### src/rtl/tcdm_to_axi_pkg.sv
// Shared types and fixed AXI field values for the TCDM-to-AXI4 manager bridge.
// The bridge issues single-beat INCR transactions whose size equals the data width.
package tcdm_to_axi_pkg;

  localparam int unsigned AddrWidth = 32;
  localparam int unsigned DataWidth = 32;
  localparam int unsigned StrbWidth = DataWidth / 8;
  localparam int unsigned IdWidth   = 1;
  localparam int unsigned UserWidth = 1;

  // Kind of each in-flight transaction, kept in issue order.
  typedef enum logic {
    ORDER_READ  = 1'b0,
    ORDER_WRITE = 1'b1
  } order_e;

  typedef enum logic [3:0] {
    AMO_NONE = 4'h0,
    AMO_SWAP = 4'h1,
    AMO_ADD  = 4'h2,
    AMO_AND  = 4'h3,
    AMO_OR   = 4'h4,
    AMO_XOR  = 4'h5,
    AMO_MAX  = 4'h6,
    AMO_MIN  = 4'h7
  } amo_e;

  localparam logic [IdWidth-1:0] AxiId        = '0;
  localparam logic [7:0]         AxiLen       = 8'd0;
  localparam logic [2:0]         AxiSize      = 3'($clog2(StrbWidth));
  localparam logic [1:0]         AxiBurstIncr = 2'b01;
  localparam logic [1:0]         AxiRespOkay  = 2'b00;

  typedef struct packed {
    logic [AddrWidth-1:0] addr;
    logic                 write;
    amo_e                 amo;
    logic [DataWidth-1:0] data;
    logic [StrbWidth-1:0] strb;
    logic [UserWidth-1:0] user;
  } tcdm_req_chan_t;

  typedef struct packed {
    tcdm_req_chan_t q;
    logic           q_valid;
  } tcdm_req_t;

  typedef struct packed {
    logic [DataWidth-1:0] data;
  } tcdm_rsp_chan_t;

  typedef struct packed {
    logic           q_ready;
    tcdm_rsp_chan_t p;
    logic           p_valid;
  } tcdm_rsp_t;

  typedef struct packed {
    logic [IdWidth-1:0]   id;
    logic [AddrWidth-1:0] addr;
    logic [7:0]           len;
    logic [2:0]           size;
    logic [1:0]           burst;
    logic                 lock;
    logic [3:0]           cache;
    logic [2:0]           prot;
    logic [3:0]           qos;
    logic [3:0]           region;
    logic [5:0]           atop;
    logic [UserWidth-1:0] user;
  } axi_aw_chan_t;

  typedef struct packed {
    logic [IdWidth-1:0]   id;
    logic [AddrWidth-1:0] addr;
    logic [7:0]           len;
    logic [2:0]           size;
    logic [1:0]           burst;
    logic                 lock;
    logic [3:0]           cache;
    logic [2:0]           prot;
    logic [3:0]           qos;
    logic [3:0]           region;
    logic [UserWidth-1:0] user;
  } axi_ar_chan_t;

  typedef struct packed {
    logic [DataWidth-1:0] data;
    logic [StrbWidth-1:0] strb;
    logic                 last;
    logic [UserWidth-1:0] user;
  } axi_w_chan_t;

  typedef struct packed {
    logic [IdWidth-1:0]   id;
    logic [1:0]           resp;
    logic [UserWidth-1:0] user;
  } axi_b_chan_t;

  typedef struct packed {
    logic [IdWidth-1:0]   id;
    logic [DataWidth-1:0] data;
    logic [1:0]           resp;
    logic                 last;
    logic [UserWidth-1:0] user;
  } axi_r_chan_t;

  typedef struct packed {
    axi_aw_chan_t aw;
    logic         aw_valid;
    axi_w_chan_t  w;
    logic         w_valid;
    logic         b_ready;
    axi_ar_chan_t ar;
    logic         ar_valid;
    logic         r_ready;
  } axi_req_t;

  typedef struct packed {
    logic        aw_ready;
    logic        ar_ready;
    logic        w_ready;
    logic        b_valid;
    axi_b_chan_t b;
    logic        r_valid;
    axi_r_chan_t r;
  } axi_rsp_t;

  function automatic axi_aw_chan_t make_aw(input logic [AddrWidth-1:0] addr);
    axi_aw_chan_t aw;
    aw       = '0;
    aw.id    = AxiId;
    aw.addr  = addr;
    aw.len   = AxiLen;
    aw.size  = AxiSize;
    aw.burst = AxiBurstIncr;
    return aw;
  endfunction

  function automatic axi_ar_chan_t make_ar(input logic [AddrWidth-1:0] addr);
    axi_ar_chan_t ar;
    ar       = '0;
    ar.id    = AxiId;
    ar.addr  = addr;
    ar.len   = AxiLen;
    ar.size  = AxiSize;
    ar.burst = AxiBurstIncr;
    return ar;
  endfunction

endpackage

### src/rtl/tcdm_to_axi_order_fifo.sv
// Small FIFO recording READ/WRITE of each in-flight transaction so responses
// are accepted in issue order. Push and pop may happen in the same cycle.
module tcdm_to_axi_order_fifo
  import tcdm_to_axi_pkg::*;
#(
  parameter int unsigned Depth = 4
) (
  input  logic   clk_i,
  input  logic   rst_i,
  input  logic   push_i,
  input  order_e data_i,
  input  logic   pop_i,
  output order_e data_o,
  output logic   full_o,
  output logic   empty_o
);

  localparam int unsigned PtrWidth = (Depth > 1) ? $clog2(Depth) : 1;
  localparam int unsigned CntWidth = $clog2(Depth + 1);
  localparam logic [PtrWidth-1:0] LastPtr = PtrWidth'(Depth - 1);
  localparam logic [CntWidth-1:0] CntFull = CntWidth'(Depth);

  order_e              mem_q [Depth];
  logic [PtrWidth-1:0] rd_ptr_q;
  logic [PtrWidth-1:0] wr_ptr_q;
  logic [CntWidth-1:0] cnt_q;

  always_ff @(posedge clk_i) begin
    if (rst_i) begin
      rd_ptr_q <= '0;
      wr_ptr_q <= '0;
      cnt_q    <= '0;
    end else begin
      if (push_i) wr_ptr_q <= (wr_ptr_q == LastPtr) ? '0 : wr_ptr_q + 1'b1;
      if (pop_i)  rd_ptr_q <= (rd_ptr_q == LastPtr) ? '0 : rd_ptr_q + 1'b1;
      case ({push_i, pop_i})
        2'b10:   cnt_q <= cnt_q + 1'b1;
        2'b01:   cnt_q <= cnt_q - 1'b1;
        default: cnt_q <= cnt_q;
      endcase
    end
  end

  // Storage needs no reset: an entry is only read after it has been pushed.
  always_ff @(posedge clk_i) begin
    if (push_i) mem_q[wr_ptr_q] <= data_i;
  end

  assign data_o  = mem_q[rd_ptr_q];
  assign full_o  = (cnt_q == CntFull);
  assign empty_o = (cnt_q == '0);

endmodule

### src/rtl/tcdm_to_axi.sv
// TCDM initiator port to AXI4 manager bridge: one single-beat AXI transaction per
// TCDM request, up to NumOutstanding in flight, responses returned in request order.
module tcdm_to_axi
  import tcdm_to_axi_pkg::*;
#(
  parameter int unsigned NumOutstanding = 4
) (
  input  logic      clk_i,
  input  logic      rst_i,
  input  tcdm_req_t tcdm_req_i,
  output tcdm_rsp_t tcdm_rsp_o,
  output axi_req_t  axi_req_o,
  input  axi_rsp_t  axi_rsp_i,
  output logic      busy_o,
  output logic      err_o
);

  localparam int unsigned CntWidth = $clog2(NumOutstanding + 1);
  localparam logic [CntWidth-1:0] CntMax = CntWidth'(NumOutstanding);

  logic [CntWidth-1:0]  count_q;
  logic                 aw_done_q, w_done_q;
  logic                 p_valid_q, err_q;
  logic [DataWidth-1:0] p_data_q;

  logic   gate, is_write;
  logic   ar_valid, aw_valid, w_valid;
  logic   ar_hs, aw_hs, w_hs;
  logic   rd_accept, wr_accept, push;
  logic   r_ready, b_ready, r_hs, b_hs, pop;
  logic   resp_err;
  order_e head;
  logic   fifo_full, fifo_empty;

  // All channels use strict valid/ready: a transfer happens in the cycle where
  // both are high; the TCDM q side completes when q_valid and q_ready are both high,
  // and the initiator keeps q stable until then.
  assign gate     = tcdm_req_i.q_valid && (count_q != CntMax);
  assign is_write = tcdm_req_i.q.write;

  assign ar_valid = gate && !is_write;
  assign aw_valid = gate && is_write && !aw_done_q;
  assign w_valid  = gate && is_write && !w_done_q;

  assign ar_hs = ar_valid && axi_rsp_i.ar_ready;
  assign aw_hs = aw_valid && axi_rsp_i.aw_ready;
  assign w_hs  = w_valid  && axi_rsp_i.w_ready;

  assign rd_accept = ar_hs;
  assign wr_accept = gate && is_write && (aw_done_q || aw_hs) && (w_done_q || w_hs);
  assign push      = rd_accept || wr_accept;

  assign r_ready = !fifo_empty && (head == ORDER_READ);
  assign b_ready = !fifo_empty && (head == ORDER_WRITE);
  assign r_hs    = r_ready && axi_rsp_i.r_valid;
  assign b_hs    = b_ready && axi_rsp_i.b_valid;
  assign pop     = r_hs || b_hs;

  assign resp_err = (r_hs && (axi_rsp_i.r.resp != AxiRespOkay)) ||
                    (b_hs && (axi_rsp_i.b.resp != AxiRespOkay));

  tcdm_to_axi_order_fifo #(
    .Depth(NumOutstanding)
  ) u_order_fifo (
    .clk_i  (clk_i),
    .rst_i  (rst_i),
    .push_i (push),
    .data_i (is_write ? ORDER_WRITE : ORDER_READ),
    .pop_i  (pop),
    .data_o (head),
    .full_o (fifo_full),
    .empty_o(fifo_empty)
  );

  always_ff @(posedge clk_i) begin
    if (rst_i) begin
      count_q   <= '0;
      aw_done_q <= 1'b0;
      w_done_q  <= 1'b0;
      p_valid_q <= 1'b0;
      p_data_q  <= '0;
      err_q     <= 1'b0;
    end else begin
      case ({push, pop})
        2'b10:   count_q <= count_q + 1'b1;
        2'b01:   count_q <= count_q - 1'b1;
        default: count_q <= count_q;
      endcase
      if (wr_accept) begin
        aw_done_q <= 1'b0;
        w_done_q  <= 1'b0;
      end else begin
        if (aw_hs) aw_done_q <= 1'b1;
        if (w_hs)  w_done_q  <= 1'b1;
      end
      p_valid_q <= pop;
      p_data_q  <= r_hs ? axi_rsp_i.r.data : '0;
      err_q     <= resp_err;
    end
  end

  always_comb begin
    axi_req_o          = '0;
    axi_req_o.aw       = make_aw(tcdm_req_i.q.addr);
    axi_req_o.aw_valid = aw_valid;
    axi_req_o.w.data   = tcdm_req_i.q.data;
    axi_req_o.w.strb   = tcdm_req_i.q.strb;
    axi_req_o.w.last   = 1'b1;
    axi_req_o.w_valid  = w_valid;
    axi_req_o.b_ready  = b_ready;
    axi_req_o.ar       = make_ar(tcdm_req_i.q.addr);
    axi_req_o.ar_valid = ar_valid;
    axi_req_o.r_ready  = r_ready;
  end

  always_comb begin
    tcdm_rsp_o          = '0;
    tcdm_rsp_o.q_ready  = push;
    tcdm_rsp_o.p.data   = p_data_q;
    tcdm_rsp_o.p_valid  = p_valid_q;
  end

  assign busy_o = (count_q != '0) || aw_done_q || w_done_q || p_valid_q;
  assign err_o  = err_q;

  logic unused_bits;
  assign unused_bits = ^{tcdm_req_i.q.amo, tcdm_req_i.q.user, axi_rsp_i.b.id,
                         axi_rsp_i.b.user, axi_rsp_i.r.id, axi_rsp_i.r.last,
                         axi_rsp_i.r.user, fifo_full};

  // Atomics are executed as plain accesses; flag any attempt in simulation.
  amo_unsupported: assert property (@(posedge clk_i) disable iff (rst_i)
    !(tcdm_req_i.q_valid && (tcdm_req_i.q.amo != AMO_NONE)));

endmodule

### config.mk
export PLATFORM = sky130hd
export DESIGN_NAME = tcdm_to_axi
export DESIGN_NICKNAME = d
export VERILOG_FILES = /design/src/rtl/tcdm_to_axi_pkg.sv /design/src/rtl/tcdm_to_axi_order_fifo.sv /design/src/rtl/tcdm_to_axi.sv
export SDC_FILE = /design/constraint.sdc
export NUM_CORES = 1
export LEC_CHECK = 0
export ABC_AREA = 1
export CORE_AREA = 3 3 129 131
export CTS_CLUSTER_DIAMETER = 40
export DETAILED_ROUTE_END_ITERATION = 8
export DIE_AREA = 0 0 132 134
export PLACE_DENSITY_LB_ADDON = 0.15
export SYNTH_ARGS = -nofsm -noshare
export SYNTH_HDL_FRONTEND = slang
export SYNTH_SLANG_ARGS = --single-unit
### constraint.sdc
create_clock -name clk_i -period 5.3 [get_ports clk_i]
set_input_delay 1.06 -clock clk_i [delete_from_list [all_inputs] [get_ports clk_i]]
set_output_delay 1.06 -clock clk_i [all_outputs]
set_load 0.05 [all_outputs]
==> impl_metrics.ini <==
[floorplan]
num_rows = 46
die_area_um2 = 17700
io_pins = 334
die_w_um = 132
placeableCoreArea_um2 = 15700
die_h_um = 134
initial_core_util = 0.215

[routing]
wl_met3_mm = 1.02
first_pass_iters = 4
drt-vias-per-instance = 3.12
antenna_left = 0
drt-met1-wl_mm = 2.38
drt_wl_total_mm = 7.01
drcViolationCount = 0
wl_per_cell_um = 11.6
highest_layer = met4
wl_met2_mm = 3.44
drt-initial-drc-count = 54
vias = 1879

[synth]
ys_ff_latch = 52
netlist_instances = 406
seq_area_frac_synth = 0.319
synthesis.area_um2 = 3380
synth-warning-count = 0
synth_cell_types = 27
syn_avg_cell_area_um2 = 8.34

[clocking]
cts.sinks = 52
clockBufferDepth = 2
tritoncts = done
cts_buffers = 5
cts_resized = 0
cts_hold_repair.buffers = 0
post_cts_buffers = 0
clkTransAtPathRegs_ps = 70
clock_latency_ps = 290
clockRootBuffer = clkbuf_16
htree_levels = 2

[global_route]
grt_use_total = 0.0750
antenna_found_initial = 0
grt_max_degree = 34
grt_pass1_wl_mm = 10.4
grt.overflow.total = 0
grt_pass1_vias = 1764

[critical_path]
crit_arrival_ps = 3010
crit_path_max_fanout = 7
criticalPathCategory = in -> out
end_kind = primary output
required_ps = 4240
start_kind = primary input

[placed_design]
dp_hpwl_mm = 5.75
dpl_cell_area_um2 = 3400
gp_congestion = 0.661
portBuffers = 85

[layout]
n_antenna_cell = 0
syn2layout_area_growth_pct = 4.81
final_core_util = 0.226
drive_gt1_frac = 0.119
final_cell_area_um2 = 3550
nNetsFinal = 518

[timing]
setup_tns_ps = 0
finalCritPeriodShare = 0.768
hold_viol = 0
tightest_slew_ps = 550
timing.hold.ws_ps = 490
clock_skew_ps = 4.45
drv_slew = 0
max_freq_ghz = 0.246
setup-violations-final = 0
slew_headroom = 0.632
rsz0062_at_grt = no
period_needed_ps = 4070

[job]
max_cap_violations = 0

[pwr]
p_total_uw = 1420
vdd_drop_max_uv = 135
power-per-cell-area_nw_per_um2 = 399
p_leak_uw = 0.00162

[status]
status = finished clean

[min_path]
min-delay-path-class = reg -> reg
## cell usage after synthesis
master     instances  area [um2]
nand4_1            2        12.5
inv_2              1        3.75
edfxtp_1           4         120
buf_4            177        1330
o2111ai_1          1        8.76
or2_2              1        6.26
nor2_2            22         138
inv_1             49         184
nand2_1           14        52.6
nor3_4             1        16.3
nand2_2            5        31.3
buf_6              3        33.8
a21o_1             2        15.0
nor2_4             2        22.5
a21oi_4            1        16.3
a21oi_2            1        8.76
nand3b_1           2        15.0
nand3_4            1        17.5
conb_1             2        7.51
nand3_2            3        30.0
a21oi_1            5        25.0
dfxtp_1           48         961
nor2_1            35         131
ha_1               9         113
o21ai_0            8        40.0
xor2_1             3        26.3
nand3_1            4        20.0
## metrics by stage
step / setup WS, ps / cells
finish: 1230 / 603
global route: 1130 / 603
CTS: 1210 / 603
detailed placement: 1210 / 595
global placement: 1210 / 595
floorplan: 2620 / 474
## path summary, 6_finish.rpt
kind         slack (ps)      startpoint                    end  depth (start not counted)
max                1230  tcdm_req_i[42]         tcdm_rsp_o[33]                          6
min                 490      count_q[0]             count_q[0]                          1
max reg2reg        2960      count_q[1]  u_order_fifo.cnt_q[2]                         15
min reg2reg         490      count_q[0]             count_q[0]                          1
## layout make-up
class                           instances  area, um2
Multi-Input combinational cell        192       1010
Timing Repair Buffer                   85        851
Tap cell                              216        270
Inverter                               50        188
Sequential cell                        52       1080
Clock buffer                            6        139
Fill cell                            1746      12200
Clock inverter                          2       10.0
## metal layers
layer  global-route usage  vias to the layer above
li1                     -                      924
met1               0.0734                      777
met2                0.129                      159
met3               0.0435                       19
met4               0.0338                        0
met5                    0                        -
## report_power, final
part / leakage (uW) / internal, uW / total, uW / switching [uW]
registers: 0.000426 / 447 / 483 / 35.6
logic: 0.00112 / 183 / 604 / 421
clock network: 0.0000766 / 186 / 329 / 142
## cells in the final DEF (no fill, tap or decap), types with 2 or more instances in the layout
master            n
nor2_2           22
nand3_2           3
nor2_1           35
a21oi_1           5
conb_1           70
nand3_1           4
clkdlybuf4s50_1  85
inv_1            49
nand3b_1          2
nand2_2           5
nand4_1           2
dfxtp_1          48
edfxtp_1          4
clkinv_2          2
clkbuf_16         5
a21o_1            2
ha_1              9
xor2_1            3
o21ai_0           8
nand2_1          14
nor2_4            2
## critical path, stage by stage
cell	delay, ps
clkdlybuf4s50_1	660
nand3_2	160
a21oi_2	140
nand2_2	100
nand2_2	90
clkdlybuf4s50_1	810
## cells by family after synthesis
| group | Yosys count | synth area share |
|---|---|---|
| flops | 52 | 0.319 |
| fa+ha+maj | 9 | 0.0333 |
| simple gates | 92 | 0.146 |
| compound gates | 18 | 0.0336 |
| xor+xnor | 3 | 0.00776 |
| buf+inv | 230 | 0.458 |
| other cells | 2 | 0.00222 |
## flip-flops by register name, summed over array words and instances, names as in the netlist, named ones only
| name | cells |
|---|---|
| u_order_fifo.mem_q | 4 |
| w_done_q | 1 |
| p_valid_q | 1 |
| p_data_q | 32 |
| aw_done_q | 1 |
| u_order_fifo.wr_ptr_q | 2 |
| u_order_fifo.cnt_q | 3 |
| err_o | 1 |
| u_order_fifo.rd_ptr_q | 2 |
| count_q | 3 |
(Power assumes the default switching activity.)
